--- src/rtl/rf_writeback_arbiter.sv ---
// Register-file write-port arbiter: ALU results take priority; load returns queue in a
// small FIFO and drain in idle slots. A younger ALU write to the same register kills stale loads.
module rf_writeback_arbiter #(
   parameter int REG_NUM_BITWIDTH = 5,
   parameter int WORD_BITWIDTH    = 32,
   parameter int FIFO_DEPTH       = 4
) (
   input  logic                            clk,
   input  logic                            rst,
   input  logic                            alu_valid,
   input  logic [REG_NUM_BITWIDTH-1:0]     alu_rd,
   input  logic [WORD_BITWIDTH-1:0]        alu_data,
   input  logic                            mem_valid,
   output logic                            mem_ready,
   input  logic [REG_NUM_BITWIDTH-1:0]     mem_rd,
   input  logic [WORD_BITWIDTH-1:0]        mem_data,
   output logic                            rf_wr_en,
   output logic [REG_NUM_BITWIDTH-1:0]     rf_wr_addr,
   output logic [WORD_BITWIDTH-1:0]        rf_wr_data,
   output logic [2**REG_NUM_BITWIDTH-1:0]  pend_mask,
   output logic                            fifo_empty
);
   localparam int AW = $clog2(FIFO_DEPTH);

   logic [FIFO_DEPTH-1:0]                       ent_live;
   logic [FIFO_DEPTH-1:0][REG_NUM_BITWIDTH-1:0] ent_rd;
   logic [FIFO_DEPTH-1:0][WORD_BITWIDTH-1:0]    ent_data;
   logic [AW-1:0] head, tail;
   logic [AW:0]   count;
   logic          full, alu_wr, pop, push, head_wr;

   assign full       = (count == (AW+1)'(FIFO_DEPTH));
   assign fifo_empty = (count == '0);
   assign mem_ready  = !full;
   assign alu_wr     = alu_valid && (alu_rd != '0);
   assign pop        = !alu_wr && !fifo_empty;
   assign head_wr    = pop && ent_live[head];
   // A load racing a same-register ALU write is older, so it is simply discarded.
   assign push       = mem_valid && !full && (mem_rd != '0) && !(alu_wr && (mem_rd == alu_rd));

   always_ff @(posedge clk or posedge rst) begin
      if (rst) begin
         ent_live   <= '0;
         head       <= '0;
         tail       <= '0;
         count      <= '0;
         rf_wr_en   <= 1'b0;
         rf_wr_addr <= '0;
         rf_wr_data <= '0;
      end else begin
         for (int i = 0; i < FIFO_DEPTH; i++)
            if (alu_wr && (ent_rd[i] == alu_rd)) ent_live[i] <= 1'b0;
         if (pop) begin
            ent_live[head] <= 1'b0;
            head           <= head + AW'(1);
         end
         if (push) begin
            ent_live[tail] <= 1'b1;
            tail           <= tail + AW'(1);
         end
         count    <= count + (AW+1)'(push) - (AW+1)'(pop);
         rf_wr_en <= alu_wr || head_wr;
         if (alu_wr) begin
            rf_wr_addr <= alu_rd;
            rf_wr_data <= alu_data;
         end else if (head_wr) begin
            rf_wr_addr <= ent_rd[head];
            rf_wr_data <= ent_data[head];
         end
      end
   end

   // Payload storage needs no reset; liveness alone decides validity.
   always_ff @(posedge clk) begin
      if (push) begin
         ent_rd[tail]   <= mem_rd;
         ent_data[tail] <= mem_data;
      end
   end

   always_comb begin
      pend_mask = '0;
      for (int i = 0; i < FIFO_DEPTH; i++)
         if (ent_live[i]) pend_mask[ent_rd[i]] = 1'b1;
   end
endmodule

--- config.mk ---
export PLATFORM = sky130hd
export DESIGN_NAME = rf_writeback_arbiter
export DESIGN_NICKNAME = d
export VERILOG_FILES = /design/src/rtl/rf_writeback_arbiter.sv
export SDC_FILE = /design/constraint.sdc
export NUM_CORES = 1
export LEC_CHECK = 0
export CAP_MARGIN = 20
export CORE_MARGIN = 2
export CORE_UTILIZATION = 50
export DETAILED_ROUTE_END_ITERATION = 8
export DONT_BUFFER_PORTS = 1
export PLACE_DENSITY_LB_ADDON = 0.12
export REMOVE_ABC_BUFFERS = 1
export SLEW_MARGIN = 25
export SYNTH_ARGS = -nofsm -noshare
export SYNTH_HDL_FRONTEND = slang
export SYNTH_SLANG_ARGS = --single-unit
--- constraint.sdc ---
create_clock -name clk -period 7 [get_ports clk]
set_input_delay 1.4 -clock clk [delete_from_list [all_inputs] [get_ports clk]]
set_output_delay 1.4 -clock clk [all_outputs]
set_load 0.05 [all_outputs]
* After elaboration in Yosys (flattened, before gate mapping)
Cells that the tools add are included.
Storage, ports and cells: register bits after elaboration 197, input bits 78, output and inout bits 72, logic and storage cells 107
Cells by class: add/subtract/negate cells 4, order comparisons 12, equal/unequal tests 6, multiplexer cells 38, bitwise operators 6, reduce and logical (&&, ||, !) cells 26
Operators by type and width (count):
- 32-bit two-way mux | 8
- 128-bit bitwise mux | 1
- 32-bit OR | 3
- 32-bit binary-select mux with 2-bit select | 1
- 32-bit demux with 2-bit select | 1
- 5-bit == test | 5
- 5-bit by 6-bit less-than comparator with 1-bit output, second input constant | 4
- 20-bit bitwise mux | 1
- 1-bit demux with 5-bit select | 4
- 5-bit by 1-bit greater-or-equal comparator with 1-bit output, second input constant | 4
- 5-bit two-way mux | 4
- 1-bit logical AND | 17
- 1-bit two-way mux | 11
- 5-bit binary-select mux with 2-bit select | 1
- 5-bit demux with 2-bit select | 1
- 5-bit nonzero test | 2
- 4-bit two-way mux | 2
- 2-bit by 3-bit less-than comparator with 1-bit output, second input constant | 2
- 2-bit by 1-bit adder with 2-bit output, second input constant | 2
- 4-bit AND | 1
- 1-bit demux with 2-bit select | 2
- 2-bit by 1-bit greater-or-equal comparator with 1-bit output, second input constant | 2
- 1-bit zero test | 4
- 4-bit inverter | 1
- other kinds (8) | 8

* Depth between registers and ports, before layout
Gate-level depths: netlist of the first run.
depth after elaboration 11, depth in mapped cells 13, mapped depth without buffers 11

* Least setup slack after synthesis of the first run
No wires, ideal clock.
path type input -> register, from input alu_rd[4], to register ent_data[0] (netlist bit) (enable), setup time 0.398 ns, data arrival time 3.558 ns, data required time 6.602 ns, setup slack 3.044 ns, stages 6, path buffers 2, cells stage by stage buf_4 -> or4_4 -> o21a_4 -> a31oi_2 -> buf_4 -> and2_1
Between the ends: word-level cells in the longest chain between the ends 5, elaborated cells on any way between the ends 6, classes of those cells eq/ne: 1; reduce/logical: 5
Ends and longest elaborated chain:
- from (decl) | line 11 | input logic [REG_NUM_BITWIDTH-1:0] alu_rd,
- 5-bit nonzero test | line 35 | assign alu_wr = alu_valid && (alu_rd != '0);
- 1-bit logical AND | line 35
- 1-bit logical AND * | line 39 | assign push = mem_valid && !full && (mem_rd != '0) && !(alu_wr && (mem_rd == alu_rd));
- 1-bit zero test * | line 39
- 1-bit logical AND * | line 39
- to (signal, indexed assignment) | line 77 | ent_data[tail] <= mem_data;
- to (decl) | line 27 | logic [FIFO_DEPTH-1:0][WORD_BITWIDTH-1:0] ent_data;
Mark *: on every way between the ends. The rest lies on a longest branch, timed or not. A chain may end at the register's enable or synchronous reset.

* Final worst setup path of the first run
from register ent_rd[1] (netlist bit), to output pend_mask[4]
Between the ends: word-level cells in the longest chain between the ends 11, elaborated cells on any way between the ends 12, classes of those cells order compare: 2; mux: 6; bitwise: 3; reduce/logical: 1
Ends and longest elaborated chain:
- from (decl) | line 26 | logic [FIFO_DEPTH-1:0][REG_NUM_BITWIDTH-1:0] ent_rd;
- from (signal, indexed assignment) | line 76 | ent_rd[tail] <= mem_rd;
- 5-bit by 6-bit less-than comparator with 1-bit output (implied by the code) or 5-bit by 1-bit greater-or-equal comparator with 1-bit output (tied branches) | line 84 | if (ent_live[i]) pend_mask[ent_rd[i]] = 1'b1;
- 1-bit logical AND (implied by the code) | line 84
- 1-bit two-way mux (implied by the code) | line 84
- 1-bit demux with 5-bit select * | line 84
- 32-bit two-way mux * | line 84
- 32-bit OR (no line)
- 32-bit two-way mux * | line 84
- 32-bit OR (no line)
- 32-bit two-way mux * | line 84
- 32-bit OR (no line)
- 32-bit two-way mux * | line 84
- to (decl) | line 20 | output logic [2**REG_NUM_BITWIDTH-1:0] pend_mask,
Marks and branches as above.

==> impl_metrics.json, run 1 <==
{
  "cts_tree": "yes",
  "synth_edf_count": 148,
  "fin_util": 0.5474,
  "clockRootBuffer": "clkbuf_16",
  "ff2ff_path_depth": 4,
  "nets": 705,
  "synth.distinct_cells": 47,
  "tns_ns": 0,
  "fin_skew_ns": 0.01557,
  "cellLeakagePower_nw": 3.442,
  "io_pins": 150,
  "netlist.area_leader.share": 0.4754,
  "synth_top_cell_by_area": "edfxtp_1",
  "fill_cells": 1524,
  "syn-instance-count": 638,
  "worst_pin_slew_ns": 1.128,
  "synthToLayoutAreaGrowth_pct": 8.446,
  "cts_sinks": 197,
  "dieArea_mm2": 0.01980,
  "crit_type": "reg2out",
  "grt_pass1_vias": 5962,
  "routed_wl_um": 22770,
  "wl_per_cell_um": 26.38,
  "htree_levels": 4,
  "num_vias": 5645,
  "fp.dieH_um": 140.7,
  "final_cell_mix": "edfxtp_1 (148), dfrtp_1 (47), nand3_1 (44)",
  "seq_area_frac_synth": 0.6066,
  "ant_nets": 0,
  "drt_iter0_drc": 424,
  "cp_max_fo": 8,
  "post_cts_resized": 0,
  "cp.arrival_ns": 2.65,
  "start_util": 0.5048,
  "rsz0062_at_grt": "no",
  "synth.avg_cell_area_um2": 14.65,
  "endpoint_kind": "primary output",
  "grt_first_pass_wirelength_um": 34840,
  "stdcell_area_mm2": 0.01014,
  "synthesis.area_mm2": 0.009348,
  "synth-seq-cells": 197,
  "r2r-end": "rf_wr_data[15]",
  "cp.required_ns": 5.60,
  "vias_per_cell": 6.541,
  "finalPower_w": 0.004536,
  "clk_pin_slew_ns": 0.07,
  "hold_path_depth": 1,
  "start_kind": "register",
  "rows": 50,
  "ys.warnings.count": 0,
  "final_common_cell": "edfxtp_1",
  "powerDensity_mw_per_mm2": 447.4,
  "drcViolationCount": 0,
  "place_congestion": 0.9260,
  "async_flop_share": 0.2487,
  "min_to": "count[0]",
  "clk_latency_ns": 0.42,
  "dp_hpwl_um": 14620,
  "slew_viol_final": 0,
  "setup_viol": 0,
  "grt_use_total": 0.2348,
  "antenna_found_initial": 0,
  "firstDrtPassIters": 5,
  "ff2ff_setup_slack_ns": 3.93,
  "max_cap_violations": 0,
  "period_minus_slack_ns": 4.047,
  "grt_max_degree": 74,
  "ir_drop_mv": 0.2830,
  "post_cts_buffers": 0,
  "numCtsBuffers": 17,
  "min_from": "count[0]",
  "drive_above_1_share": 0.2289,
  "slew_headroom": 0.2446,
  "min_path_type": "reg2reg",
  "placed_area_mm2": 0.009514,
  "synth.area.top_cells": "edfxtp_1 (48%), dfrtp_1 (13%), mux4_2 (9.2%)",
  "fin_crit_sh": 0.5782,
  "hold_ws_ns": 0.5365,
  "antenna_cells": 0,
  "core_area_mm2": 0.01852,
  "fmax_ghz": 0.2471,
  "timing.rr.start": "head[0]",
  "hold_viol": 0,
  "clk_path_buf_depth": 2,
  "ctsHoldBuffers": 0,
  "outcome": "finished, final reports clean",
  "synthFlopType": "edfxtp_1",
  "port-buffer-count": 0,
  "grt-ovfl-total": 0,
  "die_w_um": 140.7
}
synth_stat cells (2+ instances only):
cell type and n:
o211ai_1 9, xor2_1 13, nand3b_1 14, nor4_1 4, and2_1 5, o2bb2ai_1 4
a21oi_1 11, nand3_1 44, inv_1 12, o21ai_1 6, or3_1 3, nor3_1 3
mux2i_1 35, o21ai_2 28, o21ai_0 7, and3_1 4, a22oi_1 14, xnor2_1 16
or3b_2 8, ha_1 10, o221ai_1 18, clkbuf_1 27, and4_1 2, and3b_1 6
o22ai_1 6, nand2_1 22, nor3b_1 10, nor2_1 22, a221o_1 6, buf_4 4
dfrtp_1 49, buf_2 11, buf_6 7, edfxtp_1 148, mux4_2 38
sequential cells by signal, summed over array words and instances (netlist names):
name and cells:
ent_data 128, rf_wr_data 32, ent_rd 20, rf_wr_addr 5, ent_live 4, count 3, head 2, tail 2
rf_wr_en 1
logic make-up after synthesis:
kind of cell    synth area share
mux                       0.1302
flops                     0.6066
simple gates             0.09048
fa+ha+maj                0.01553
buf+inv                  0.03360
xor+xnor                 0.02717
compound gates           0.09637
worst max path at each step:
| stage | depth (start not counted) | end | startpoint |
|---|---|---|---|
| final | 3 | pend_mask[4] | ent_rd[1] |
| after floorplan | 4 | rf_wr_addr[2] | alu_rd[3] |
| after global placement | 11 | count[2] | alu_rd[3] |
| after detailed placement | 4 | ent_data[109] | alu_rd[3] |
| after global routing | 3 | pend_mask[4] | ent_rd[1] |
| after CTS | 3 | pend_mask[4] | ent_rd[1] |
power breakdown:
part,switching [W],internal (W)
Clock,0.000434,0.000497
Combinational,0.000800,0.000534
Sequential,0.000681,0.00159
worst max-delay path: stages (launching register included):
cell and delay, ns:
edfxtp_1 0.52, nor3b_1 0.90, a22oi_1 0.23, o211ai_1 0.58
cell type report:
type / instances / area (µm²) / share of cell area
clock buffers: 19 / 464.2 / 0.04579
clock inverters: 13 / 111.4 / 0.01098
inverters: 12 / 45.04 / 0.004443
multi-input cells: 379 / 3468 / 0.3421
flip-flops and latches: 197 / 5675 / 0.5599
well taps: 234 / 292.8 / 0.02888
repair buffers: 9 / 80.08 / 0.007899
routing by layer:
layer  part of all wire  up-vias  global-route usage
met5                  0        -                   0
met4              0.023        0             0.08158
met3              0.081       38             0.06793
met2               0.50      258              0.3879
met1               0.40     2886              0.3000
li1                   -     2463                   -
stage by stage:
step	worst slack, ns	std cells
detailed placement	2.967	830
finish	2.953	863
floorplan	2.461	588
global placement	3.019	826
global route	2.831	863
CTS	2.978	862
(Power assumes the default switching activity.)
==> inputs of run 2 (changes only) <==
Clock period 7 ns to 4 ns, I/O delays scaled along.
==> impl_metrics.json, run 2 (synthesized netlist as in run 1, its figures left out) <==
{
  "outcome": "finished, final reports clean",
  "tns_ns": 0,
  "grt-ovfl-total": 0,
  "drt_iter0_drc": 564,
  "dp_cells": 860,
  "ir_drop_mv": 0.4593,
  "final_common_cell": "edfxtp_1",
  "start_util": 0.5048,
  "period_minus_slack_ns": 3.210,
  "stdcell_area_mm2": 0.01034,
  "antenna_cells": 0,
  "slew_headroom": 0.3901,
  "rsz0062_at_grt": "no",
  "antenna_found_initial": 0,
  "routed_wl_um": 23440,
  "nets": 734,
  "core_area_mm2": 0.01852,
  "drive_above_1_share": 0.2401,
  "grt_max_degree": 74,
  "rows": 50,
  "drcViolationCount": 0,
  "wl_per_cell_um": 26.28,
  "setup_viol": 0,
  "fin_skew_ns": 0.01355,
  "cp.required_ns": 3.20,
  "top_register": "ent_data",
  "crit_type": "reg2out",
  "crit_end": "pend_mask[8]",
  "cellLeakagePower_nw": 3.619,
  "cp_max_fo": 8,
  "post_cts_resized": 0,
  "port-buffer-count": 0,
  "io_pins": 150,
  "r2r-end": "count[2]",
  "startpoint": "ent_rd[6]",
  "fin_crit_sh": 0.8024,
  "grt_first_pass_wirelength_um": 35940,
  "powerDensity_mw_per_mm2": 785.9,
  "grt_use_total": 0.2435,
  "die_w_um": 140.7,
  "numCtsBuffers": 17,
  "placed_area_mm2": 0.009739,
  "cp.arrival_ns": 2.41,
  "post_cts_buffers": 0,
  "fp.dieH_um": 140.7,
  "final_cell_mix": "edfxtp_1 (148), dfrtp_1 (47), nand3_1 (44)",
  "clockRootBuffer": "clkbuf_16",
  "vias_per_cell": 6.529,
  "dp_slack_ns": 0.6745,
  "clk_pin_slew_ns": 0.08,
  "dieArea_mm2": 0.01980,
  "top_regs": "ent_data: 128 flops, rf_wr_data: 32 flops, ent_rd: 20 flops",
  "ctsHoldBuffers": 0,
  "timing.rr.start": "count[1]",
  "hold_viol": 0,
  "grt_pass1_vias": 6015,
  "dp_hpwl_um": 15110,
  "slew_viol_final": 0,
  "fill_cells": 1502,
  "fmax_ghz": 0.3115,
  "cts_tree": "yes",
  "num_vias": 5824,
  "ant_nets": 0,
  "postLayoutSetupSlackWorst_ns": 0.7902,
  "clk_latency_ns": 0.43,
  "endpoint_kind": "primary output",
  "max_cap_violations": 0,
  "cts_sinks": 197,
  "place_congestion": 0.8964,
  "clk_path_buf_depth": 2,
  "largest_reg_flops": 128,
  "firstDrtPassIters": 5,
  "start_kind": "register",
  "stdcell_count": 892,
  "synthToLayoutAreaGrowth_pct": 10.64,
  "worst_pin_slew_ns": 0.9115,
  "ff2ff_setup_slack_ns": 1.08,
  "ff2ff_path_depth": 10,
  "min_path_type": "in2async",
  "htree_levels": 4
}
## run 2: cell count changes in the layout (fill, tap and decap cells not counted), sizes merged
cell | before | now
buf | 9 | 38
bufinv | 0 | 1
clkbuf | 19 | 17
clkinv | 2 | 6
clkinvlp | 4 | 0
inv | 19 | 20
## run 2: worst min-delay path by stage
stage          slack [ns]             end
2_1_floorplan        0.49        count[0]
3_5_place_dp         0.54        count[0]
3_3_place_gp         0.50        count[0]
6_report             0.26  rf_wr_data[28]
5_1_grt              0.31  rf_wr_data[28]
4_1_cts              0.27  rf_wr_data[28]
## run 2: through the flow
step                utilization  power [W]  hold slack, ns
floorplan                     -   0.005628          0.4858
global placement         0.5259   0.006443          0.4994
detailed placement       0.5259   0.006489          0.5421
CTS                      0.5585   0.008208          0.2709
global route             0.5585   0.008513          0.3064
finish                   0.5585   0.008128          0.2649
## run 2: final cells by class
| type | instances | area [µm²] | area share |
|---|---|---|---|
| flip-flops and latches | 197 | 5675 | 0.5488 |
| multi-input cells | 379 | 3378 | 0.3266 |
| clock buffers | 17 | 425.4 | 0.04113 |
| repair buffers | 38 | 347.8 | 0.03363 |
| well taps | 234 | 292.8 | 0.02831 |
| clock inverters | 15 | 177.7 | 0.01718 |
| inverters | 12 | 45.04 | 0.004355 |
## run 2: per-layer routing
layer / up-vias / wire [µm] / global-route usage
met5: - / 0 / 0
met2: 283 / 11350 / 0.3926
met4: 0 / 516 / 0.09105
met3: 51 / 2019 / 0.07303
li1: 2523 / - / -
met1: 2967 / 9552 / 0.3151
## run 2: report_power, final
group	switching, W	internal, W
registers	0.00106	0.00278
clock network	0.000823	0.000899
logic	0.00155	0.00102
total	0.00343	0.00470
## run 2: worst max-delay path: stages, from the launching register on
cell,delay (ns)
edfxtp_1,0.54
nor3b_1,0.77
a22oi_1,0.22
o221ai_1,0.18
buf_4,0.27
==> inputs of run 3 (changes only) <==
Clock period 4 ns to 3.2 ns, I/O delays scaled along.
==> impl_metrics.json, run 3 (synthesized netlist as in run 1, its figures left out) <==
{
  "outcome": "finished, final reports clean",
  "dp_hpwl_um": 15530,
  "grt_use_total": 0.2398,
  "final_common_cell": "edfxtp_1",
  "drt_iter0_drc": 504,
  "path_buf_inv": 1,
  "powerDensity_mw_per_mm2": 974.8,
  "slew_viol_final": 0,
  "fill_cells": 1519,
  "worst_pin_slew_ns": 0.7973,
  "port-buffer-count": 0,
  "fin_crit_sh": 0.9079,
  "slowest_delay_ns": 0.74,
  "clk_pin_slew_ns": 0.08,
  "routed_wl_um": 23010,
  "drive_above_1_share": 0.2515,
  "clk_path_buf_depth": 2,
  "num_vias": 5840,
  "hold_viol": 0,
  "cp.required_ns": 2.56,
  "critical_path.top_delay_family": "flip-flops",
  "largest_reg_flops": 128,
  "htree_levels": 4,
  "path_cells": "nor3b_1, a22oi_1, o211ai_1, buf_4",
  "slew_headroom": 0.4677,
  "antenna_cells": 0,
  "wl_per_cell_um": 25.51,
  "core_area_mm2": 0.01852,
  "grt_pass1_vias": 6126,
  "start_util": 0.5048,
  "dp_slack_ns": 0.2302,
  "period_minus_slack_ns": 2.905,
  "cp.depth": 4,
  "cp.arrival_ns": 2.27,
  "cts_sinks": 197,
  "cp_max_fo": 12,
  "endpoint_kind": "primary output",
  "die_w_um": 140.7,
  "crit_type": "reg2out",
  "grt-ovfl-total": 0,
  "post_cts_resized": 0,
  "ff2ff_path_depth": 11,
  "cts_tree": "yes",
  "clockRootBuffer": "clkbuf_16",
  "vias_per_cell": 6.475,
  "min_path_type": "in2async",
  "antenna_found_initial": 0,
  "io_pins": 150,
  "synthToLayoutAreaGrowth_pct": 11.04,
  "final_cell_mix": "edfxtp_1 (148), dfrtp_1 (47), buf_4 (45)",
  "fp.dieH_um": 140.7,
  "ir_drop_mv": 0.5827,
  "max_cap_violations": 0,
  "setup_viol": 0,
  "fin_util": 0.5605,
  "ctsHoldBuffers": 0,
  "firstDrtPassIters": 5,
  "dieArea_mm2": 0.01980,
  "top_register": "ent_data",
  "fin_skew_ns": 0.01254,
  "cp_slowest_cell": "edfxtp_1",
  "place_congestion": 0.9410,
  "top_regs": "ent_data: 128 flops, rf_wr_data: 32 flops, ent_rd: 20 flops",
  "ant_nets": 0,
  "postLayoutSetupSlackWorst_ns": 0.2948,
  "rows": 50,
  "fmax_ghz": 0.3442,
  "grt_first_pass_wirelength_um": 35710,
  "numCtsBuffers": 17,
  "start_kind": "register",
  "rsz0062_at_grt": "no",
  "hold_ws_ns": 0.2331,
  "cellLeakagePower_nw": 3.656,
  "post_cts_buffers": 0,
  "clk_latency_ns": 0.43,
  "drcViolationCount": 0,
  "nets": 744,
  "grt_max_degree": 48,
  "tns_ns": 0
}
run 3: changes by cell type in the layout (fill, tap and decap cells not counted), sizes merged:
cell	before	now
clkinvlp	0	1
inv	20	18
clkbuf	17	18
buf	38	48
run 3: layout make-up:
| class | instances | area [µm²] | share of cell area |
|---|---|---|---|
| Clock buffer | 18 | 429.2 | 0.04135 |
| Clock inverter | 14 | 161.4 | 0.01555 |
| Inverter | 12 | 45.04 | 0.004339 |
| Multi-Input combinational cell | 379 | 3378 | 0.3255 |
| Sequential cell | 197 | 5675 | 0.5468 |
| Tap cell | 234 | 292.8 | 0.02821 |
| Timing Repair Buffer | 48 | 397.9 | 0.03833 |
run 3: routing by layer:
layer / vias up / GRT usage / wire, µm
li1: 2548 / - / -
met1: 2958 / 0.3206 / 9503
met2: 285 / 0.3797 / 10990
met3: 49 / 0.06929 / 1969
met4: 0 / 0.08474 / 548
met5: - / 0 / 0
run 3: path summary, 6_finish.rpt:
path / from / endpoint / slack (ns)
worst max-delay path: ent_rd[9] / pend_mask[17] / 0.29
worst min-delay path: rst / rf_wr_data[23] / 0.23
worst max register to register: count[1] / count[2] / 0.59
worst min register to register: count[0] / count[0] / 0.54
max in group asynchronous: rst / rf_wr_data[21] / 2.18
min in group clk: mem_data[28] / ent_data[28] / 0.30
run 3: power breakdown:
part,internal [W],leakage (nW),switching [W]
sequential,0.00347,1.94,0.00132
clock,0.00111,0.287,0.000984
combinational,0.00131,1.43,0.00192
total,0.00589,3.66,0.00423
run 3: stage by stage:
stage	cells	cell area [µm²]	power, W
finish	902	10380	0.01012
global route	902	10380	0.01060
CTS	902	10380	0.01019
detailed placement	870	9789	0.008107
global placement	870	9789	0.008049
floorplan	588	9079	0.007035
